--- config.mk ---
export PLATFORM = sky130hd
export DESIGN_NAME = pulse_channel
export DESIGN_NICKNAME = d
export VERILOG_FILES = /design/src/rtl/pulse_channel.sv
export SDC_FILE = /design/constraint.sdc
export NUM_CORES = 1
export LEC_CHECK = 0
export CELL_PAD_IN_SITES_DETAIL_PLACEMENT = 1
export CELL_PAD_IN_SITES_GLOBAL_PLACEMENT = 1
export CORE_AREA = 5 5 79 81
export DETAILED_ROUTE_END_ITERATION = 12
export DIE_AREA = 0 0 84 86
export PLACE_DENSITY = 0.84
export SYNTH_ARGS = -nofsm -noshare
export SYNTH_HDL_FRONTEND = slang
export SYNTH_SLANG_ARGS = --single-unit
--- constraint.sdc ---
create_clock -name clk -period 2.1 [get_ports clk]
set_input_delay 0.21 -clock clk [delete_from_list [all_inputs] [get_ports clk]]
set_output_delay 0.21 -clock clk [all_outputs]
set_load 0.02 [all_outputs]
--- src/rtl/pulse_channel.sv ---
// rtl/pulse_channel.sv - square-wave tone channel with duty sequencer, envelope and length counter
module pulse_channel #(
  parameter int N        = 4,
  parameter int PERIOD_W = 11
) (
  input  logic                clk,
  input  logic                rst_n,
  input  logic                trigger,
  input  logic [PERIOD_W-1:0] period,
  input  logic [1:0]          duty,
  input  logic [N-1:0]        init_vol,
  input  logic                env_dir,
  input  logic [2:0]          env_pace,
  input  logic                len_en,
  input  logic [5:0]          len_load,
  input  logic                env_tick,
  input  logic                len_tick,
  output logic [N-1:0]        out,
  output logic                active
);

  logic [PERIOD_W-1:0] timer_cnt;
  logic [2:0]          step;
  logic [N-1:0]        volume;
  logic [2:0]          env_cnt;
  logic [5:0]          len_cnt;
  logic [7:0]          pattern;
  logic                dac_on;
  logic                timer_wrap;

  always_comb begin
    pattern = 8'b00000001;
    case (duty)
      2'b00: pattern = 8'b00000001;
      2'b01: pattern = 8'b10000001;
      2'b10: pattern = 8'b10000111;
      2'b11: pattern = 8'b01111110;
      default: pattern = 8'b00000001;
    endcase
  end

  // A zero initial volume that can only fall is treated as a powered-down DAC.
  assign dac_on     = (init_vol != '0) || env_dir;
  assign timer_wrap = (timer_cnt == '1);

  always_ff @(posedge clk or negedge rst_n) begin
    if (!rst_n) begin
      out       <= '0;
      active    <= 1'b0;
      timer_cnt <= '0;
      step      <= '0;
      volume    <= '0;
      env_cnt   <= '0;
      len_cnt   <= '0;
    end else begin
      out <= (active && pattern[step]) ? volume : '0;
      if (trigger) begin
        // Strobes landing on a trigger cycle are intentionally discarded.
        if (dac_on) begin
          active    <= 1'b1;
          timer_cnt <= period;
          step      <= '0;
          volume    <= init_vol;
          env_cnt   <= env_pace;
          len_cnt   <= len_load;
        end else begin
          active <= 1'b0;
        end
      end else if (active) begin
        if (timer_wrap) begin
          timer_cnt <= period;
          step      <= step + 3'd1;
        end else begin
          timer_cnt <= timer_cnt + 1'b1;
        end

        if (env_tick && (env_pace != 3'd0)) begin
          if (env_cnt <= 3'd1) begin
            env_cnt <= env_pace;
            if (env_dir) begin
              if (volume != '1) volume <= volume + 1'b1;
            end else begin
              if (volume != '0) volume <= volume - 1'b1;
            end
          end else begin
            env_cnt <= env_cnt - 3'd1;
          end
        end

        if (len_tick && len_en) begin
          if (len_cnt == 6'd63) active <= 1'b0;
          else                  len_cnt <= len_cnt + 6'd1;
        end
      end
    end
  end

endmodule

* Word level (Yosys, flattened, before mapping) *
Index checks and enable logic that the tools add are counted.

operators by class
  add/sub/neg operators = 6
  order comparisons = 2
  eq/ne operators = 9
  mux-type cells = 35
  reduce and logical (&&, ||, !) cells = 19

operator list
  operator                 count
  $mux W11                 4
  $mux W4                  9
  $pmux W8 S4              1
  $mux W6                  5
  $mux W3                  9
  $add A11 B1 Y11 const B  1
  $eq A11 B11 Y1 const B   1
  $reduce_bool A2 Y1       5
  $reduce_bool A4 Y1       2
  $add A6 B1 Y6 const B    1
  $eq A6 B6 Y1 const B     1
  $mux W1                  6
  $reduce_and A3 Y1        2
  $reduce_and A6 Y1        1
  $reduce_bool A3 Y1       2
  $add A4 B1 Y4 const B    1
  $eq A2 B2 Y1 const B     2
  $lt A3 B4 Y1 const B     1
  $ne A4 B4 Y1 const B     1
  $reduce_and A4 Y1        1
  $sub A4 B1 Y4 const B    1
  $add A3 B1 Y3 const B    1
  $bmux W1 S3              1
  $le A3 B1 Y1 const B     1
  9 further kinds          11

storage, ports and cells
  bits in registers = 32
  input port bits = 33
  output and inout bits = 5
  word-level logic and storage cells = 78

* Logic depth before layout (Yosys ltp) *
  depth in word-level cells = 7
  mapped depth = 7
  mapped depth without buffers = 7

* Least setup slack after synthesis *
OpenSTA, ideal clock, no wires.

  path kind = register to register
  start point = reg active
  end point = reg volume[3]
  arrival = 1.612 ns
  required time = 1.975 ns
  setup slack = 0.363 ns
  cell stages (with the launch flop) = 7
  path buffers = 1
  path through = dfrtp_1 nor2b_1 clkbuf_1 o2111ai_1 o21ai_2 and4_1 nor4_2

on the way
  cells in the longest elaborated chain, start to end = 2

ends and longest elaborated chain
  element                       RTL line  source
  start: declaration            19        output logic active
  start signal: assignment      49        active <= 1'b0;
  start signal: assignment      60        active <= 1'b1;
  start signal: assignment      67        active <= 1'b0;
  $reduce_bool A2 Y1 (no line)  --
  $reduce_and A6 Y1 (no line)   --
  end signal: assignment        63        volume <= init_vol;
  end signal: assignment        81        if (volume != '1) volume <= volume + 1'b1;
  end signal: assignment        83        if (volume != '0) volume <= volume - 1'b1;
  end: declaration              24        logic [N-1:0] volume;

No other way between the ends.
A chain may end at the register's enable or synchronous reset.

* Worst setup path after layout *
  start point = in init_vol[2]
  end point = reg len_cnt[5]

on the way
  cells in the longest elaborated chain, start to end = 4

ends and longest elaborated chain
  element                      RTL line  source
  start: declaration           11        input logic [N-1:0] init_vol,
  $reduce_bool A4 Y1           43        assign dac_on = (init_vol != '0) || env_dir;
  $logic_or A1 B1 Y1           43
  $ne A2 B1 Y1 (no line)       --
  $reduce_and A4 Y1 (no line)  --
  end signal: assignment       65        len_cnt <= len_load;
  end signal: assignment       92        else len_cnt <= len_cnt + 6'd1;
  end: declaration             26        logic [5:0] len_cnt;

No other way between the ends.

==> key figures <==
Run status
  – Outcome: completed

Timing
  – Final setup violation count: 0
  – Period Utilization, post-route: 93.6%
  – Highest Clock Rate: between 500 and 600 MHz
  – Unrepaired setup endpoints after global routing: false
  – Period minus WS final: just under 2 ns
  – Final number of hold-violating endpoints: 0
  – Rel. slew slack: between 70% and 80%
  – Final hold slack: 0.324 ns
  – Final-report max-slew violation count: 0
  – Transition time at the pin with the least slew margin: 0.433 ns
  – Post-Route Setup TNS: 0 ns
  – Final setup skew: between 0.005 and 0.006 ns

Global routing
  – Total grt overflow: 0
  – Initial antenna violation count: 0
  – Largest net degree at the start of global routing: 33
  – Global-route wire length before repair: a little under 10 mm
  – Overall Global Routing Usage: between 15 and 20%
  – Vias in the first global route: around 2,100

Placed design
  – I/O Buffers: 37
  – Global placement routability congestion: 0.873
  – Total placed instance area: approximately 0.0026 mm^2
  – Total half-perimeter wirelength after legalization and detailed placement: about 4.5 mm

Critical path
  – Endpoint required time on the critical path: approximately 2.3 ns
  – Maximum fanout count along the critical path: 12
  – Arrival time reported for the critical path endpoint: 2.14 ns
  – Slowest stage cell on the critical path: or4_4
  – Launch instance of the worst register-to-register path: active
  – Count of buffer and inverter cells on the critical path: 1
  – CP max stage delay: 0.58 ns
  – Timing startpoint of the critical path: init_vol[2]
  – Delay-heaviest family, CP: compound AO/OA/AOI/OAI gates
  – Crit start category: input pin
  – Nature of the critical path endpoint: register
  – Cell Chain, Critical Path: clkdlybuf4s50_1 -> or4_4 -> o21a_4 -> a41o_1 -> o22a_1 -> o21a_1
  – Critical path type: in2reg

Clock tree
  – Root buffer selected by CTS: clkbuf_8
  – Number of sinks handled by clock tree synthesis: 32
  – CTS Buffer Depth: 2
  – Total of cells resized after clock tree synthesis: 0
  – Clock Latency Late Sink: between 0.2 and 0.3 ns
  – Buffers inserted by post-CTS timing repair: 0
  – Htree depth: 2
  – Clock transition at the register clock pins on the worst setup and hold paths after CTS: around 0.070 ns
  – Count of hold-fix buffers inserted at cts: 0
  – Number of buffers created by CTS: 5
  – CTS tree: yes

Synthesis
  – Number of nets in the synthesized netlist: between 200 and 300
  – Mean instance size in the synthesized netlist: 9.04 um^2
  – Cell area after technology mapping: 0.00204 mm^2
  – Share of flip-flops with an asynchronous set or reset: 100%
  – Mapped Cells: 226
  – Total of flip-flops plus latches after synthesis: 32
  – Sequential element share of the synthesized area: between 30% and 40%
  – Number of distinct library cell variants in the gate-level netlist after synthesis: 50
  – Synth warn: 0
  – Count of flip-flops with a built-in enable after synthesis: 0
  – Most instantiated flip-flop cell in the synthesis netlist: dfrtp_1

Floorplanning
  – Overall die area: between 0.007 and 0.008 mm^2
  – Die Y-Extent: roughly 86 um
  – IO Pins: 38
  – Std-Cell Core Area: 0.00541 mm^2
  – Die width: around 84 um
  – Site row count: 27
  – Initial core utilization: between 30% and 40%

Route
  – Number of design-rule violations left by the first detailed-router iteration: 33
  – Total number of vias: approximately 1,900
  – Post-route ant nets: 0
  – Wire length per cell after detailed routing: 15.9 um
  – Mean number of vias per cell: roughly 5.4
  – Residual DRC: 0
  – Number of detailed-route iterations in the first pass: 4
  – Sum of routed wire length over all layers: about 5.7 mm

Power and ir drop
  – Leak: about 1.2 nW
  – Peak VDD IR: between 0.0004 and 0.0005 V
  – Pwr/cell area: 826 mW/mm^2

Cells and area
  – Most common cell after layout, fill and taps aside: clkdlybuf4s50_1
  – Commonest cells after routing, fill and taps aside: clkdlybuf4s50_1, dfrtp_1, nor2_1
  – Post-layout net count: around 330
  – Filler instances: roughly 650
  – Layout cells sized above 1: between 10 and 15%
  – Area taken by multi-input logic gates: around 0.0012 mm^2
  – Sequential Area: around 800 um^2
  – Layout overhead on the synthesized area: 34.4%
  – Final core occ: 50.8%
  – Final non-filler cell area: around 0.0027 mm^2
  – Number of diodes added for antenna fixing: 0

Hold path
  – Worst min path class: in2async

Run
  – Max Cap Violations: 0
-- cell families after synthesis --
| group | synth area share, % |
|---|---|
| compound gates | 24.2 |
| xor+xnor | 2.14 |
| fa+ha+maj | 7.72 |
| buf+inv | 4.41 |
| flops | 39.2 |
| mux | 3.00 |
| simple gates | 19.3 |
-- stage by stage --
step                std cells  worst slack (ns)  power [mW]
finish                    360             0.134        2.27
global route              360            0.0545        2.43
CTS                       360             0.128        2.29
detailed placement        352            -0.176        1.69
global placement          352            -0.103        1.64
floorplan                 226             0.363        1.36
-- worst reg2reg max path, cell delays in order (launching register included) --
cell     delay [ns]
dfrtp_1        0.43
nor2b_1        0.41
buf_4          0.19
a41o_1         0.42
a21oi_1        0.15
o21a_1         0.18
-- sequential cells by signal, summed over array words and instances (netlist names) --
register and count:
len_cnt 6, volume 4, step 3, timer_cnt 11, out 4, env_cnt 3
active 1
-- cells in the mapped netlist, types with 2 or more instances --
library cell	count	area share (%)
a221o_1	2	0.98
and3_1	5	1.5
o21bai_1	2	0.74
dfrtp_1	32	39
ha_1	11	6.7
nand2_1	21	3.9
nor2b_1	2	0.61
and2_1	3	0.92
a31oi_1	4	1.2
o211ai_1	4	1.5
mux2i_1	5	2.5
a21o_1	4	1.5
nand3_1	6	1.5
or2_2	2	0.61
clkbuf_1	4	0.74
nand4_1	3	0.92
a21oi_1	17	4.2
o22ai_1	2	0.61
a22o_1	2	0.86
xnor2_1	4	1.7
o21ai_0	11	2.7
o21ai_2	2	0.86
nor2_1	25	4.6
buf_6	2	1.1
o22a_1	4	1.7
nor3_1	5	1.2
and4_1	2	0.86
o21a_1	5	1.8
inv_1	14	2.6
-- where the power goes --
group | internal, mW | total (mW) | switching [mW]
logic | 0.390 | 0.772 | 0.382
registers | 0.757 | 0.912 | 0.155
clock network | 0.352 | 0.584 | 0.232
total | 1.50 | 2.27 | 0.769
-- layer usage --
metal	part of all wire [%]	global-route usage (%)
met1	44	19.5
met2	51	30.8
met3	3.4	3.17
met4	1.7	5.41
met5	0	0
-- final cells by class --
type,instances,area share [%]
flip-flops and latches,32,29.2
clock inverters,2,1.28
clock buffers,6,2.64
repair buffers,60,19.8
multi-input cells,174,41.9
inverters,14,1.91
well taps,72,3.28
-- path summary, 6_finish.rpt --
check,endpoint,slack (ns),cells after the start
max in group asynchronous,timer_cnt[5],1.46,2
worst max-delay path,len_cnt[5],0.13,6
min in group clk,timer_cnt[3],0.54,3
worst min register to register,timer_cnt[10],0.54,1
worst min-delay path,volume[0],0.32,2
worst max register to register,len_cnt[2],0.21,5
No activity file was read; power rests on OpenSTA's default activity.
